==> config.mk <==
export PLATFORM = sky130hd
export DESIGN_NAME = dma_priority_arbiter_flat
export DESIGN_NICKNAME = d
export VERILOG_FILES = /design/src/rtl/dma_priority_arbiter_if.sv /design/src/rtl/dma_priority_arbiter.sv /design/src/flat_wrapper.sv
export SDC_FILE = /design/constraint.sdc
export NUM_CORES = 1
export LEC_CHECK = 0
export BUFFER_PORTS_ARGS = -buffer_cell sky130_fd_sc_hd__clkbuf_2
export CAP_MARGIN = 30
export CORE_AREA = 2 2 53 55
export CTS_BUF_LIST = sky130_fd_sc_hd__clkbuf_4
export DETAILED_ROUTE_END_ITERATION = 10
export DIE_AREA = 0 0 55 57
export GPL_ROUTABILITY_DRIVEN = 0
export HOLD_SLACK_MARGIN = 0.06
export PLACE_DENSITY_LB_ADDON = 0.15
export RECOVER_POWER = 50
export SYNTH_ARGS = -nofsm -noshare
export SYNTH_HDL_FRONTEND = slang
export SYNTH_SLANG_ARGS = --single-unit
==> constraint.sdc <==
create_clock -name clk -period 5.9 [get_ports clk]
set_input_delay 1.18 -clock clk [delete_from_list [all_inputs] [get_ports clk]]
set_output_delay 1.18 -clock clk [all_outputs]
set_load 0.03 [all_outputs]
==> src/rtl/dma_priority_arbiter_if.sv <==
`default_nettype none
// ============================================================================
// Module  : dma_priority_arbiter_if
// Brief   : Request/acknowledge bundle between the DMA register file, the CPU
//           hold handshake and the channel arbiter.
// Rev     : 1.0  initial release
// ============================================================================
interface dma_priority_arbiter_if #(
    parameter int NUM_CH = 4,
    parameter int CHW    = $clog2(NUM_CH)
) ();
    logic [NUM_CH-1:0] dreq;
    logic              dreq_active_low;
    logic              dack_active_high;
    logic              rotating_en;
    logic [NUM_CH-1:0] mask;
    logic [NUM_CH-1:0] sw_req;
    logic              hlda;
    logic              xfer_done;
    logic              hrq;
    logic [NUM_CH-1:0] dack;
    logic              grant_valid;
    logic [CHW-1:0]    grant_ch;
    logic              timeout_err;

    modport master (
        output dreq, dreq_active_low, dack_active_high, rotating_en,
        output mask, sw_req, hlda, xfer_done,
        input  hrq, dack, grant_valid, grant_ch, timeout_err
    );

    modport slave (
        input  dreq, dreq_active_low, dack_active_high, rotating_en,
        input  mask, sw_req, hlda, xfer_done,
        output hrq, dack, grant_valid, grant_ch, timeout_err
    );
endinterface
`default_nettype wire

==> src/rtl/dma_priority_arbiter.sv <==
`default_nettype none
// ============================================================================
// Module  : dma_priority_arbiter
// Brief   : N-channel DREQ arbiter with HRQ/HLDA/DACK sequencing. Optional
//           HLDA timeout is enabled by defining DMA_ARB_HLDA_TIMEOUT_EN.
// Rev     : 1.0  initial release
// ============================================================================
module dma_priority_arbiter #(
    parameter int NUM_CH       = 4,
    parameter int CHW          = $clog2(NUM_CH),
    parameter int HLDA_TIMEOUT = 255
) (
    input  logic                  clk,
    input  logic                  reset_n,
    dma_priority_arbiter_if.slave bus
);

    localparam logic [1:0]     c_ST_IDLE  = 2'd0;
    localparam logic [1:0]     c_ST_REQ   = 2'd1;
    localparam logic [1:0]     c_ST_GRANT = 2'd2;
    localparam logic [CHW-1:0] c_LAST_CH  = CHW'(NUM_CH - 1);

    logic [1:0]        state_q,    state_d;
    logic [NUM_CH-1:0] req_q,      req_d;
    logic              hrq_q,      hrq_d;
    logic              gv_q,       gv_d;
    logic [CHW-1:0]    grant_ch_q, grant_ch_d;
    logic [CHW-1:0]    prio_ptr_q, prio_ptr_d;
    logic [NUM_CH-1:0] dack_q,     dack_d;

    logic              w_any_req;
    logic [CHW-1:0]    w_base;
    logic [CHW-1:0]    w_winner;

`ifdef DMA_ARB_HLDA_TIMEOUT_EN
    localparam int              c_TO_W    = (HLDA_TIMEOUT < 256) ? 8 : 16;
    localparam logic [c_TO_W-1:0] c_TO_LAST = c_TO_W'(HLDA_TIMEOUT - 1);

    logic [c_TO_W-1:0] to_cnt_q, to_cnt_d;
    logic              to_err_q, to_err_d;
`else
    logic              w_unused_timeout_cfg;
    assign w_unused_timeout_cfg = (HLDA_TIMEOUT != 0);
`endif

    // Circular search starting at base; first requesting channel wins.
    function automatic logic [CHW-1:0] f_pick(
        input logic [NUM_CH-1:0] req,
        input logic [CHW-1:0]    base
    );
        logic [CHW-1:0] win;
        logic           found;
        int             idx;
        win   = '0;
        found = 1'b0;
        for (int i = 0; i < NUM_CH; i++) begin
            idx = int'(base) + i;
            if (idx >= NUM_CH) begin
                idx = idx - NUM_CH;
            end
            if (!found && req[idx[CHW-1:0]]) begin
                found = 1'b1;
                win   = idx[CHW-1:0];
            end
        end
        return win;
    endfunction

    always_comb begin
        req_d     = ((bus.dreq ^ {NUM_CH{bus.dreq_active_low}}) | bus.sw_req) & ~bus.mask;
        w_any_req = |req_q;
        w_base    = bus.rotating_en ? prio_ptr_q : '0;
        w_winner  = f_pick(req_q, w_base);
    end

    always_comb begin
        state_d    = state_q;
        hrq_d      = hrq_q;
        gv_d       = gv_q;
        grant_ch_d = grant_ch_q;
        prio_ptr_d = prio_ptr_q;
`ifdef DMA_ARB_HLDA_TIMEOUT_EN
        to_cnt_d   = '0;
        to_err_d   = to_err_q;
`endif

        case (state_q)
            c_ST_IDLE: begin
                if (w_any_req) begin
                    state_d = c_ST_REQ;
                    hrq_d   = 1'b1;
                end
            end

            c_ST_REQ: begin
                if (!w_any_req) begin
                    state_d = c_ST_IDLE;
                    hrq_d   = 1'b0;
                end else if (bus.hlda) begin
                    state_d    = c_ST_GRANT;
                    gv_d       = 1'b1;
                    grant_ch_d = w_winner;
                end
`ifdef DMA_ARB_HLDA_TIMEOUT_EN
                else if (to_cnt_q == c_TO_LAST) begin
                    state_d  = c_ST_IDLE;
                    hrq_d    = 1'b0;
                    to_err_d = 1'b1;
                end else begin
                    to_cnt_d = to_cnt_q + c_TO_W'(1);
                end
`endif
            end

            c_ST_GRANT: begin
                // Completion takes precedence over a simultaneous HLDA drop.
                if (bus.xfer_done) begin
                    state_d = c_ST_IDLE;
                    hrq_d   = 1'b0;
                    gv_d    = 1'b0;
                    if (bus.rotating_en) begin
                        prio_ptr_d = (grant_ch_q == c_LAST_CH) ? '0 : grant_ch_q + CHW'(1);
                    end
                end else if (!bus.hlda) begin
                    state_d = c_ST_IDLE;
                    hrq_d   = 1'b0;
                    gv_d    = 1'b0;
                end
            end

            default: begin
                state_d = c_ST_IDLE;
                hrq_d   = 1'b0;
                gv_d    = 1'b0;
            end
        endcase

        if (!bus.rotating_en) begin
            prio_ptr_d = '0;
        end

        // Polarity is re-applied every cycle so a command change lands on all bits at once.
        dack_d = {NUM_CH{~bus.dack_active_high}};
        if (gv_d) begin
            dack_d[grant_ch_d] = bus.dack_active_high;
        end
    end

    always_ff @(posedge clk) begin
        if (!reset_n) begin
            state_q    <= c_ST_IDLE;
            req_q      <= '0;
            hrq_q      <= 1'b0;
            gv_q       <= 1'b0;
            grant_ch_q <= '0;
            prio_ptr_q <= '0;
            dack_q     <= {NUM_CH{~bus.dack_active_high}};
`ifdef DMA_ARB_HLDA_TIMEOUT_EN
            to_cnt_q   <= '0;
            to_err_q   <= 1'b0;
`endif
        end else begin
            state_q    <= state_d;
            req_q      <= req_d;
            hrq_q      <= hrq_d;
            gv_q       <= gv_d;
            grant_ch_q <= grant_ch_d;
            prio_ptr_q <= prio_ptr_d;
            dack_q     <= dack_d;
`ifdef DMA_ARB_HLDA_TIMEOUT_EN
            to_cnt_q   <= to_cnt_d;
            to_err_q   <= to_err_d;
`endif
        end
    end

    assign bus.hrq         = hrq_q;
    assign bus.dack        = dack_q;
    assign bus.grant_valid = gv_q;
    assign bus.grant_ch    = grant_ch_q;
`ifdef DMA_ARB_HLDA_TIMEOUT_EN
    assign bus.timeout_err = to_err_q;
`else
    assign bus.timeout_err = 1'b0;
`endif

endmodule
`default_nettype wire
==> src/flat_wrapper.sv <==
// flat-port wrapper written by rule: the top's interface ports become plain ports
module dma_priority_arbiter_flat 
#(
    parameter int NUM_CH       = 4,
    parameter int CHW          = $clog2(NUM_CH),
    parameter int HLDA_TIMEOUT = 255
)
  (clk, reset_n, bus_dreq, bus_dreq_active_low, bus_dack_active_high, bus_rotating_en, bus_mask, bus_sw_req, bus_hlda, bus_xfer_done, bus_hrq, bus_dack, bus_grant_valid, bus_grant_ch, bus_timeout_err);
  dma_priority_arbiter_if #(.NUM_CH(NUM_CH), .CHW(CHW)) bus_i ();
  input  logic clk;
  input  logic reset_n;
  input wire logic [$bits(bus_i.dreq)-1:0] bus_dreq;
  input wire logic [$bits(bus_i.dreq_active_low)-1:0] bus_dreq_active_low;
  input wire logic [$bits(bus_i.dack_active_high)-1:0] bus_dack_active_high;
  input wire logic [$bits(bus_i.rotating_en)-1:0] bus_rotating_en;
  input wire logic [$bits(bus_i.mask)-1:0] bus_mask;
  input wire logic [$bits(bus_i.sw_req)-1:0] bus_sw_req;
  input wire logic [$bits(bus_i.hlda)-1:0] bus_hlda;
  input wire logic [$bits(bus_i.xfer_done)-1:0] bus_xfer_done;
  output wire logic [$bits(bus_i.hrq)-1:0] bus_hrq;
  output wire logic [$bits(bus_i.dack)-1:0] bus_dack;
  output wire logic [$bits(bus_i.grant_valid)-1:0] bus_grant_valid;
  output wire logic [$bits(bus_i.grant_ch)-1:0] bus_grant_ch;
  output wire logic [$bits(bus_i.timeout_err)-1:0] bus_timeout_err;
  assign bus_i.dreq = bus_dreq;
  assign bus_i.dreq_active_low = bus_dreq_active_low;
  assign bus_i.dack_active_high = bus_dack_active_high;
  assign bus_i.rotating_en = bus_rotating_en;
  assign bus_i.mask = bus_mask;
  assign bus_i.sw_req = bus_sw_req;
  assign bus_i.hlda = bus_hlda;
  assign bus_i.xfer_done = bus_xfer_done;
  assign bus_hrq = bus_i.hrq;
  assign bus_dack = bus_i.dack;
  assign bus_grant_valid = bus_i.grant_valid;
  assign bus_grant_ch = bus_i.grant_ch;
  assign bus_timeout_err = bus_i.timeout_err;
  dma_priority_arbiter #(.NUM_CH(NUM_CH), .CHW(CHW), .HLDA_TIMEOUT(HLDA_TIMEOUT)) u_core (.clk(clk), .reset_n(reset_n), .bus(bus_i));
endmodule
# --- Word level (Yosys, flattened, before mapping) ---
# Index checks and enable logic that the tools add are counted.
# W data, S select, Z words.
op_classes:
  addsub: 8
  n_lt_le_gt_ge: 10
  n_eq_ne: 7
  mux: 45
  n_bitwise: 5
  n_reduce_logical: 13
op_table:
  columns: ["operator", "count"]
  rows:
  - ["$mux W2", 18]
  - ["$mux W1", 16]
  - ["$lt A2 B3 Y1 const B", 5]
  - ["$ge A3 B3 Y1 const B", 3]
  - ["$bmux W1 S2", 4]
  - ["$mux W4", 2]
  - ["$sub A2 B1 Y2 const B", 4]
  - ["$add A2 B2 Y3 const B", 2]
  - ["$ne A3 B3 Y1 const B", 2]
  - ["$pmux W1 S3", 2]
  - ["$pmux W2 S3", 1]
  - ["$reduce_and A3 Y1", 2]
  - ["$and A4 B4 Y4", 1]
  - ["$bwmux W4", 1]
  - ["$eq A2 B2 Y1 const B", 2]
  - ["$logic_and A1 B1 Y1", 4]
  - ["$not A4 Y4", 1]
  - ["$or A4 B4 Y4", 1]
  - ["$reduce_and A2 Y1", 2]
  - ["$reduce_or A4 Y1", 1]
  - ["$xor A4 B4 Y4", 1]
  - ["$add A2 B1 Y3 const B", 1]
  - ["$ge A2 B3 Y1 const B", 1]
  - ["$logic_not A1 Y1", 3]
  - ["8 further kinds", 8]
word_totals:
  regBits: 16
  inputBits: 19
  elab_cells: 95

# --- Longest topological paths before layout ---
# Gate-level depths: netlist of run 1.
logic_depth:
  ltp_word: 25
  ltp_mapped: 8
  mapped_depth_nobuf: 7

# --- Least setup slack after synthesis of run 1 ---
# Ideal clock, no wire load.
synth_timing:
  kind: "input-to-reg"
  startpoint: "in bus_rotating_en"
  endpoint: "reg u_core.dack_q[3] (netlist: u_core.bus.dack[3])"
  setup_ns: 0.117
  arrival_time_ns: 2.490
  setup_slack_ns: 3.293
  path_stages: 8
  path_cell_list: "buf_2 -> nand2_1 -> mux2i_1 -> o21ai_1 -> o2111ai_1 -> a22oi_1 -> or3_1 -> xor2_1"
synth_via:
  elab_chain_len: 25
  word_cells_on_any_way: 48
  classes_between: "add/sub (7); order compare (6); mux (28); reduce/logical (7)"
synth_lines:
  columns: ["item", "line_no", "text"]
  rows:
  - ["start: declaration", "flat_wrapper.sv:15", "input wire logic [$bits(bus_i.rotating_en)-1:0] bus_rotating_en;"]
  - ["$mux W2 *", "dma_priority_arbiter.sv:72", "w_base = bus.rotating_en ? prio_ptr_q : '0;"]
  - ["parallel branches: the longest is 13 deep, another holds $add A2 B1 Y3", null, null]
  - ["$mux W2 *", "dma_priority_arbiter.sv:61", "if (!found && req[idx[CHW-1:0]]) begin"]
  - ["$mux W2 *", "dma_priority_arbiter.sv:99", "end else if (bus.hlda) begin"]
  - ["$mux W2 *", "dma_priority_arbiter.sv:96", "if (!w_any_req) begin"]
  - ["$mux W2 *", "dma_priority_arbiter.sv:87", "case (state_q)"]
  - ["$lt A2 B3 Y1 (not written as such) / $ge A2 B1 Y1 (equally long branches)", "dma_priority_arbiter.sv:145", "dack_d[grant_ch_d] = bus.dack_active_high;"]
  - ["$logic_and A1 B1 Y1 (not written as such)", "dma_priority_arbiter.sv:145", null]
  - ["$mux W1 (not written as such)", "dma_priority_arbiter.sv:145", null]
  - ["$demux W1 S2 *", null, null]
  - ["$bwmux W4 *", "dma_priority_arbiter.sv:145", null]
  - ["$mux W4 *", "dma_priority_arbiter.sv:144", "if (gv_d) begin"]
  - ["$mux W4 *", "dma_priority_arbiter.sv:150", "if (!reset_n) begin"]
  - ["end signal: assignment", "dma_priority_arbiter.sv:157", "dack_q <= {NUM_CH{~bus.dack_active_high}};"]
  - ["end signal: assignment", "dma_priority_arbiter.sv:169", "dack_q <= dack_d;"]
  - ["end: declaration", "dma_priority_arbiter.sv:29", "logic [NUM_CH-1:0] dack_q, dack_d;"]
# Mark *: on every way between the ends. The select of a mux whose other input is x is not followed.
# A chain may end at the register's enable or synchronous reset.

# --- Worst setup path in the final report of run 1 ---
# Same ends and word-level chain as after synthesis.

==> results of run 1 <==
registers in the layout, indices dropped and copies added, names as in the netlist:
register,cells
u_core.bus.dack,4
u_core.req_q,4
u_core.bus.grant_ch,2
u_core.prio_ptr_q,2
u_core.state_q,2
u_core.bus.grant_valid,1
u_core.bus.hrq,1
critical path, delay by kind of cell:
kind	cells	cell delay [ns]
buffers and inverters	1	0.23
AO/OA/AOI/OAI	3	0.34
AND/OR/NAND/NOR	3	0.99
XOR/XNOR	1	0.15
where the power goes:
part	switching, µW	internal [µW]	leakage (µW)
combinational	26.2	19.1	0.000322
sequential	7.60	114	0.000132
clock	32.1	24.5	0.0000154
total	65.9	158	0.000469
metrics by stage:
stage / setup slack [ns] / hold slack (ns)
2_1_floorplan: 3.29 / 0.562
6_report: 3.19 / 0.605
3_3_place_gp: 3.01 / 0.596
5_1_grt: 3.10 / 0.655
4_1_cts: 3.22 / 0.612
3_5_place_dp: 2.91 / 0.598
cell usage in the layout, fill, tap and decap left out, drive strengths merged, types with 2 or more instances in the layout:
cell type / count
o21ai: 3
nand2: 4
nor4bb: 2
dfxtp: 16
o2111ai: 3
a22oi: 2
nor3: 3
clkbuf: 29
mux2i: 3
xor2: 7
nor4: 2
nand3: 5
a21oi: 4
nor3b: 7
nand3b: 2
inv: 3
nor2b: 2
nand2b: 3
and3: 2
nor2: 14
nor4b: 2
cells by family (layout without fill, tap and decap cells):
group,after synthesis,after routing
buf+inv,12,33
xor+xnor,8,8
flops,16,16
other cells,1,1
compound gates,20,20
fa+ha+maj,2,2
simple gates,53,53
mux,3,3
final cells by class:
| cell class | count | area [µm²] | share of cell area [%] |
|---|---|---|---|
| Clock buffer | 3 | 22.5 | 2.01 |
| Inverter | 3 | 11.3 | 1.00 |
| Clock inverter | 1 | 3.75 | 0.335 |
| Timing Repair Buffer | 26 | 125 | 11.2 |
| Sequential cell | 16 | 320 | 28.6 |
| Multi-Input combinational cell | 87 | 599 | 53.5 |
| Tap cell | 31 | 38.8 | 3.46 |
routing by layer:
layer	up-vias	GRT usage, %	part of all wire (%)
met4	0	6.27	0.72
li1	453	-	-
met2	15	25.2	51
met3	2	3.14	3.6
met1	407	18.1	45
met5	-	0	0
worst paths after layout:
check | start | to | slack (ns) | cells past startpoint
worst min-delay path | u_core.state_q[0] | u_core.state_q[1] | 0.60 | 2
worst max register to register | u_core.prio_ptr_q[1] | u_core.bus.dack[3] | 3.65 | 7
worst min register to register | u_core.state_q[0] | u_core.state_q[1] | 0.60 | 2
worst max-delay path | bus_rotating_en | u_core.bus.dack[3] | 3.19 | 8
==> run metrics, run 1 <==
final wirelength 2070 µm; Pwr Density 200 mW/mm²; Starting DRT DRC Count 9; Pre-antenna DRT Iters 4; Clock Latency Late Sink 0.28 ns; number of nets in the layout 157; max_slew headroom 62.6%; Worst EP required 6.08 ns; Worst EP arrival 2.89 ns; die footprint 0.00314 mm²; slew at the pin with the worst max-slew slack 0.556 ns; area grow syn2layout 12.7%; GRT Util Overall 15.0%; top cell type's share of synthesized area 32.2%; TritonCTS Buffers 3; min Tclk post-route 2.71 ns; fin. max-slew vios 0; Starting Density 38.0%; Top FF cell, synth dfxtp_1; # setup viols final 0; Post-synth EDFFs 0; vias in the first global route 799; post-synthesis mux area share 3.02%; ant diodes 0; die width 55 µm; Port Buffers 26; DR WL/cell 12.4 µm; initial antenna violation count 0; CP max-delay cell or3_1; Hold Crit Class reg -> reg; Post-Syn Instances 115; adder-cell share of the synthesized area 2.26%; Yosys cell types 45; ys async rst share 0%; Worst Setup Start Kind input port; Synth area leader dfxtp_1; total power 224 µW; largest net degree at the start of global routing 14; Synth Area in Simple Gates 32.7%; xor/xnor share of the synthesized area 7.04%; Cell Area, Synth 995 µm²; Hold Vio Cnt, Final 0; RSZ-0062 raised after global routing no; Post-CTS Resized 0; Detailed Place HPWL 1590 µm; syn avg cell area 8.65 µm²; design area 0.00112 mm²; Synth Net Count 135; clk sinks 16; Layout fillers 291; Setup Fix Bufs, Post-CTS 0; CORE AREA 0.00262 mm²; post-layout util 42.9%; Layout Cells excl Fill 167; Setup crit end kind flip-flop; antenna-violating nets left 0; placed inst area 0.00111 mm²; Crit path largest cell delay 0.40 ns; Max IR drop VDD 123 µV; Post-CTS Hold Buffers 0; top-count cell post-synth dfxtp_1; share of cells above drive strength 1 22.1%; register area share after synthesis 32.2%; setup TNS 0 ns; Synth warnings 0; clock skew 0.00558 ns; root buffer cell clkbuf_4; compound-cell area share of the yosys netlist 15.5%; Post-route DRC 0; Final Cycle Share 45.9%; maximum fanout along the worst path 13; largest family of logic cells by synthesized area simple AND/OR/NAND/NOR gates; IO Pins 28; crit path kind in -> reg; Vias 877; Synth Register Bits 16; Clk pin slew, worst setup/hold paths 0.09 ns; Clock Tree Buf Depth 2; top cells by count, synth 16 x dfxtp_1, 14 x nor2_1, 7 x xor2_1; first-pass GRT wire length 3440 µm; Via density 5.25; row count 19; max-cap violations 0; Inst Count DP 163; static leakage 0.000469 µW; gr ovfl total 0; worst-path cell chain clkbuf_2, nand4b_1, nor4b_2, a211oi_2, o2111ai_1, a22oi_2, or3_1, xor2_1; fmax 369 MHz; Max H-tree Level 1; CTS tree done; die span in y 57 µm; top cells by area, synth dfxtp_1 32%, xor2_1 6.2%, nor2_1 5.3%; status completed
(Power assumes the default switching activity.)
==> run 2: changes to the inputs <==
- ABC_AREA: unset -> 1
- CORE_AREA: 2 2 53 55 -> 2 2 55 57
- DIE_AREA: 0 0 55 57 -> 0 0 57 59
- clock period: 5.9 -> 2.57 ns (I/O delays scaled with it)
==> run 2 against run 1 <==
Compared with the run above:
- wire length rose by 4.7%
- combinational power grew to 2.7 times the previous value
- design area is 7.9% higher
- die area rose by 7.3%
- sequential share of layout area down 2.1 points
- synthesized area rose by 5.5%
- setup slack got worse by 2.6 ns
- flip-flop and latch count is the same
- clock skew decreased by 0.0044 ns
- clock-buffer cell count is the same
- critical path depth grew 6
- global-route usage fell by 0.52 points
- critical path type unchanged
- largest power group unchanged
==> run metrics, run 2 <==
status completed (unchanged); Pwr Density 432 mW/mm² (was 200 mW/mm²); commonest non-fill, non-tap cells in the layout 46 x nand2_1, 22 x clkbuf_2, 20 x inv_1, 20 x nand3_1 (was 22 x clkbuf_2, 16 x dfxtp_1, 14 x nor2_1); root buffer cell clkbuf_4 (unchanged); Clk pin slew, worst setup/hold paths 0.08 ns (was 0.09 ns); largest net degree at the start of global routing 14 (unchanged); DR WL/cell 9.77 µm (was 12.4 µm); number of nets in the layout 213 (was 157); Hold Path Cell Cnt 3 (was 2); Synth area leader dfxtp_1 (unchanged); static leakage 0.000650 µW (was 0.000469 µW); Synth warnings 0 (unchanged); Clock Tree Buf Depth 2 (unchanged); reg2reg setup slack 0.72 ns (was 3.65 ns); max-cap violations 0 (unchanged); Port Buffers 26 (unchanged); top cell type's share of synthesized area 30.5% (was 32.2%); Post-CTS Resized 0 (unchanged); CTS tree done (unchanged); clock skew 0.00121 ns (was 0.00558 ns); Final Cycle Share 78.6%; most common cell after layout, fill and taps aside nand2_1 (was clkbuf_2); Synth Net Count 185 (was 135); pre-CTS setup slack 0.267 ns (was 2.91 ns); Flop pwr share 51.8% (was 54.4%); Via density 4.73 (was 5.25); Clock power frac 24.5% (was 25.3%); Layout fillers 308 (was 291); min Tclk post-route 2.02 ns; CORE AREA 0.00271 mm² (was 0.00262 mm²); Worst Setup Start Kind input port (unchanged); Setup crit end kind flip-flop (unchanged); Comb pwr share 23.7% (was 20.2%); Hold Crit Class in -> reg (was reg -> reg); # setup viols final 0 (unchanged); Crit path largest cell delay 0.30 ns (was 0.40 ns); most used cell, CP nand2_1; CP max-delay cell nand2_1 (was or3_1); row count 19 (unchanged); gr ovfl total 0 (unchanged); Worst EP arrival 2.20 ns (was 2.89 ns); Max H-tree Level 1 (unchanged); first-pass GRT wire length 3780 µm (was 3440 µm); Crit path buffers/inverters 1 (unchanged); vias in the first global route 905 (was 799); reg-to-reg endpoint u_core.bus.dack[0] (was u_core.bus.dack[3]); worst hold-check slack 0.443 ns (was 0.605 ns); Detailed Place HPWL 1800 µm (was 1590 µm); Hold Path End u_core.req_q[3] (was u_core.state_q[1]); initial antenna violation count 0 (unchanged); die width 57 µm (was 55 µm); antenna-violating nets left 0 (unchanged); syn avg cell area 6.36 µm² (was 8.65 µm²); setup TNS 0 ns (unchanged); Top FF cell, synth dfxtp_1 (unchanged); crit path kind in -> reg (unchanged); Post-CTS Hold Buffers 0 (unchanged); Yosys cell types 23 (was 45); fin. max-slew vios 0 (unchanged); GRT Util Overall 14.5% (was 15.0%); Worst EP required 2.75 ns (was 6.08 ns); worst r2r src u_core.prio_ptr_q[0] (was u_core.prio_ptr_q[1]); Psw 163 µW (was 65.9 µW); Synth Register Bits 16 (unchanged); switch share 31.3% (was 29.5%); Pre-antenna DRT Iters 4 (unchanged); ant diodes 0 (unchanged); Vias 1,051 (was 877); Cell Area, Synth 0.00105 mm² (was 995 µm²); Setup Fix Bufs, Post-CTS 0 (unchanged); worst-path cell chain clkbuf_2, nand2_1, nand2_1, nand2_1, nor2_2, nand2_1, nor2_2, nand2_1, nand2_1, nand2_2, nand3_1, nor2_1, nor2_1, nor2_1 (was clkbuf_2, nand4b_1, nor4b_2, a211oi_2, o2111ai_1, a22oi_2, or3_1, xor2_1); Reg2Reg Depth 13 (was 7); fmax 495 MHz; Starting Density 38.7% (was 38.0%); top-count cell post-synth nand2_1 (was dfxtp_1); Hold Vio Cnt, Final 0 (unchanged); Max IR drop VDD 291 µV (was 123 µV); RSZ-0062 raised after global routing no (unchanged); final wirelength 2170 µm (was 2070 µm); Post-route DRC 0 (unchanged); top cells by count, synth 46 x nand2_1, 20 x inv_1, 20 x nand3_1 (was 16 x dfxtp_1, 14 x nor2_1, 7 x xor2_1); TritonCTS Buffers 3 (unchanged); critical hold path startpoint bus_sw_req[3] (was u_core.state_q[0]); Post-synth EDFFs 0 (unchanged); Starting DRT DRC Count 47 (was 9); die footprint 0.00336 mm² (was 0.00314 mm²); share of cells above drive strength 1 22.0% (was 22.1%); IO Pins 28 (unchanged); CP delay by family, top simple AND/OR/NAND/NOR gates (unchanged); top cells by area, synth dfxtp_1 31%, nand2_1 16%, nand3_1 9.5% (was dfxtp_1 32%, xor2_1 6.2%, nor2_1 5.3%); area grow syn2layout 15.3% (was 12.7%); setup slack after layout 0.551 ns (was 3.19 ns); Pint 359 µW (was 158 µW); Post-Syn Instances 165 (was 115); register area share after synthesis 30.5% (was 32.2%); Clock Latency Late Sink 0.28 ns (about the same); clk sinks 16 (unchanged); ys async rst share 0% (unchanged); die span in y 59 µm (was 57 µm); maximum fanout along the worst path 13 (unchanged)
run 2: cell families after synthesis:
kind of cell               after synthesis  share of synthesized area, %
other                                    1                         0.357
and+or+nand+nor                        103                          45.1
AOI/OAI and AO/OA                       14                          8.46
buffers and inverters                   26                          11.1
DFF                                     16                          30.5
adders and majority gates                1                          1.19
xor gates and xnor gates                 4                          3.34
run 2: power groups by stage:
stage | logic [µW] | registers (µW) | clock network [µW]
floorplan | 73.4 | 291 | 0
global placement | 123 | 276 | 0
detailed placement | 125 | 276 | 0
CTS | 126 | 271 | 133
global route | 141 | 272 | 140
finish | 124 | 270 | 128
run 2: tightest hold or removal path, delay by kind of cell:
family | cells | cell delay, ns
AOI/OAI and AO/OA | 1 | 0.07
buffers and inverters | 2 | 0.12
run 2: final cells by class:
cell class	count	area, µm²	share of cell area, %
clock buffer	3	22.5	1.86
timing repair buffer	27	133	11.0
inverter	22	82.6	6.83
tap	31	38.8	3.21
multi-input combinational	123	613	50.7
sequential	16	320	26.5
run 2: worst max path at each step:
stage | startpoint | end | slack (ns) | depth (start not counted)
global placement | bus_rotating_en | u_core.bus.dack[0] | 0.32 | 14
finish | bus_rotating_en | u_core.bus.dack[0] | 0.55 | 14
global route | bus_rotating_en | u_core.bus.dack[0] | 0.41 | 14
CTS | bus_rotating_en | u_core.bus.dack[0] | 0.57 | 14
floorplan | bus_rotating_en | u_core.bus.dack[0] | 0.94 | 13
detailed placement | bus_rotating_en | u_core.bus.dack[0] | 0.27 | 14
run 2: metrics by stage:
stage	utilization [%]	std cells	total power [µW]	cell area, µm²
2_1_floorplan	-	165	364	1050
3_3_place_gp	44.0	219	399	1190
3_5_place_dp	44.0	219	402	1190
4_1_cts	44.8	222	530	1210
5_1_grt	44.6	222	554	1210
6_report	44.6	222	522	1210
run 2: routing by layer:
layer	vias to the layer above	GRT usage (%)	wire length [µm]
met5	-	0	0
met4	0	8.97	55
met3	5	1.75	64
met2	18	22.3	1000
met1	454	19.4	1050
li1	574	-	-
==> run 3: changes to the inputs <==
- ABC_AREA: 1 -> 0
- CORE_AREA: 2 2 55 57 -> 2 2 53 55
- DIE_AREA: 0 0 57 59 -> 0 0 55 57
- clock period: 2.57 -> 1.8 ns (I/O delays scaled with it)
==> run 3 against run 2 <==
Compared with the run above:
- the run now ends with setup timing left
- global-route usage increased by 4.0 points
- worst hold slack worse by 0.23 ns
- die area fell by 6.8%
- sequential share of layout area down 3.8 points
- flip-flop and latch count did not move
- utilization increased by 12 points
- combinational power rose by 76%
- first-iteration DRC count shrank 83%
- sequential power up 44%
- non-clock buffer count rose by 30
==> run metrics, run 3 (same netlist as run 1, synthesis figures left out) <==
status finished, violations left (was completed); violated checks setup timing; RSZ-0062 raised after global routing yes (was no); pre-CTS setup slack -0.217 ns (was 0.267 ns); Post-CTS Hold Buffers 0 (unchanged); Pwr Density 546 mW/mm² (was 432 mW/mm²); Starting DRT DRC Count 8 (was 47); first-pass GRT wire length 4270 µm (was 3780 µm); Clock Tree Buf Depth 2 (unchanged); Detailed Place HPWL 1830 µm (was 1800 µm); Worst EP arrival 2.13 ns (was 2.20 ns); CORE AREA 0.00262 mm² (was 0.00271 mm²); CTS tree done (unchanged); Layout fillers 260 (was 308); Clock Latency Late Sink 0.29 ns (was 0.28 ns); antenna-violating nets left 0 (unchanged); Max H-tree Level 1 (unchanged); setup slack after layout -0.135 ns (was 0.551 ns); post-layout util 56.6% (was 44.6%); Setup crit end kind flip-flop (unchanged); Vias 1,032 (was 1,051); Hold Vio Cnt, Final 0 (unchanged); Pre-antenna DRT Iters 6 (was 4); Max IR drop VDD 451 µV (was 291 µV); final wirelength 2640 µm (was 2170 µm); Layout Cells excl Fill 198 (was 222); max-cap violations 0 (unchanged); vias in the first global route 1,009 (was 905); met1 GRT Util 21.1% (was 19.4%); clock skew 0.00374 ns (was 0.00121 ns); Hold Crit Class in -> reg (unchanged); GRT Util Overall 18.5% (was 14.5%); met2 Resource Use GR 31.5% (was 22.3%); root buffer cell clkbuf_4 (unchanged); Via density 5.21 (was 4.73); largest net degree at the start of global routing 12 (was 14); die width 55 µm (was 57 µm); min Tclk post-route 1.94 ns; die footprint 0.00314 mm² (was 0.00336 mm²); share of cells above drive strength 1 48.5% (was 22.0%); initial antenna violation count 0 (unchanged); grt met3 use 4.97% (was 1.75%); row count 19 (unchanged); Inst Count DP 187 (was 219); Final Cycle Share 108%; Post-route DRC 0 (unchanged); clk sinks 16 (unchanged); number of nets in the layout 188 (was 213); DR WL/cell 13.3 µm (was 9.77 µm); gr ovfl total 0 (unchanged); crit path kind reg -> reg (was in -> reg); fin. max-slew vios 0 (unchanged); TritonCTS Buffers 3 (unchanged); IO Pins 28 (unchanged); area grow syn2layout 48.8% (was 15.3%); # setup viols final 4 (was 0); die span in y 57 µm (was 59 µm); Top Usage Layer GRT met2 (unchanged); fmax 517 MHz; static leakage 0.000644 µW (was 0.000650 µW); Port Buffers 26 (unchanged); Worst EP required 1.99 ns (was 2.75 ns); maximum fanout along the worst path 5 (was 13); ant diodes 0 (unchanged); commonest non-fill, non-tap cells in the layout 29 x buf_4, 22 x clkbuf_2, 14 x nor2_1 (was 46 x nand2_1, 22 x clkbuf_2, 20 x inv_1, 20 x nand3_1); Starting Density 38.0% (was 38.7%); Worst Setup Start Kind flip-flop (was input port); most common cell after layout, fill and taps aside buf_4 (was nand2_1); Clk pin slew, worst setup/hold paths 0.10 ns (was 0.08 ns)
[run 3: cell type report]
class                      count  area (µm²)  share of cell area (%)
clock buffer                   3        22.5                    1.52
clock inverter                 1        3.75                   0.254
inverter                       3        11.3                   0.761
multi-input combinational     87         711                    48.0
sequential                    16         335                    22.7
tap                           31        38.8                    2.62
timing repair buffer          57         358                    24.2
[run 3: timing repair]
action / CTS / global route
pin swaps: 5 / 9
buffers inserted: 2 / 5
setup endpoints to repair: 4 / 5
endpoints found under the hold margin: 0 / 0
cloned: 0 / 0
gates resized for setup: 13 / 16
[run 3: path summary, 6_finish.rpt]
check / start / end / slack, ns / cells past startpoint
min reg2reg: u_core.bus.hrq / u_core.bus.hrq / 0.63 / 3
min: bus_mask[1] / u_core.req_q[1] / 0.21 / 2
max reg2reg: u_core.req_q[0] / u_core.bus.dack[3] / -0.14 / 7
max: u_core.req_q[0] / u_core.bus.dack[3] / -0.14 / 7
[run 3: per-layer routing]
| layer | wire length (µm) | part of all wire [%] |
|---|---|---|
| met5 | 0 | 0 |
| met4 | 67 | 2.5 |
| met3 | 159 | 6.0 |
| met2 | 1340 | 51 |
| met1 | 1070 | 41 |
[run 3: through the flow]
step	total power (µW)	TNS, ns	cell area [µm²]	hold slack [ns]
after floorplan	512	-0.0610	996	0.436
after global placement	594	-0.530	1290	0.526
after detailed placement	598	-0.562	1290	0.526
after CTS	804	-0.241	1370	0.205
after global routing	862	-0.884	1480	0.201
final	809	-0.454	1480	0.210
[run 3: power breakdown]
part	switching (µW)	total (µW)	internal [µW]
clock network	121	201	80.6
logic	114	218	104
registers	17.6	389	372
[run 3: worst max-delay path, cell delays in order, from the launching register on]
cell and delay (ns):
dfxtp_4 0.37, nand4b_1 0.21, buf_4 0.18, a311o_1 0.38
o2111ai_2 0.08, a22oi_2 0.08, or3_1 0.39, xor2_1 0.14
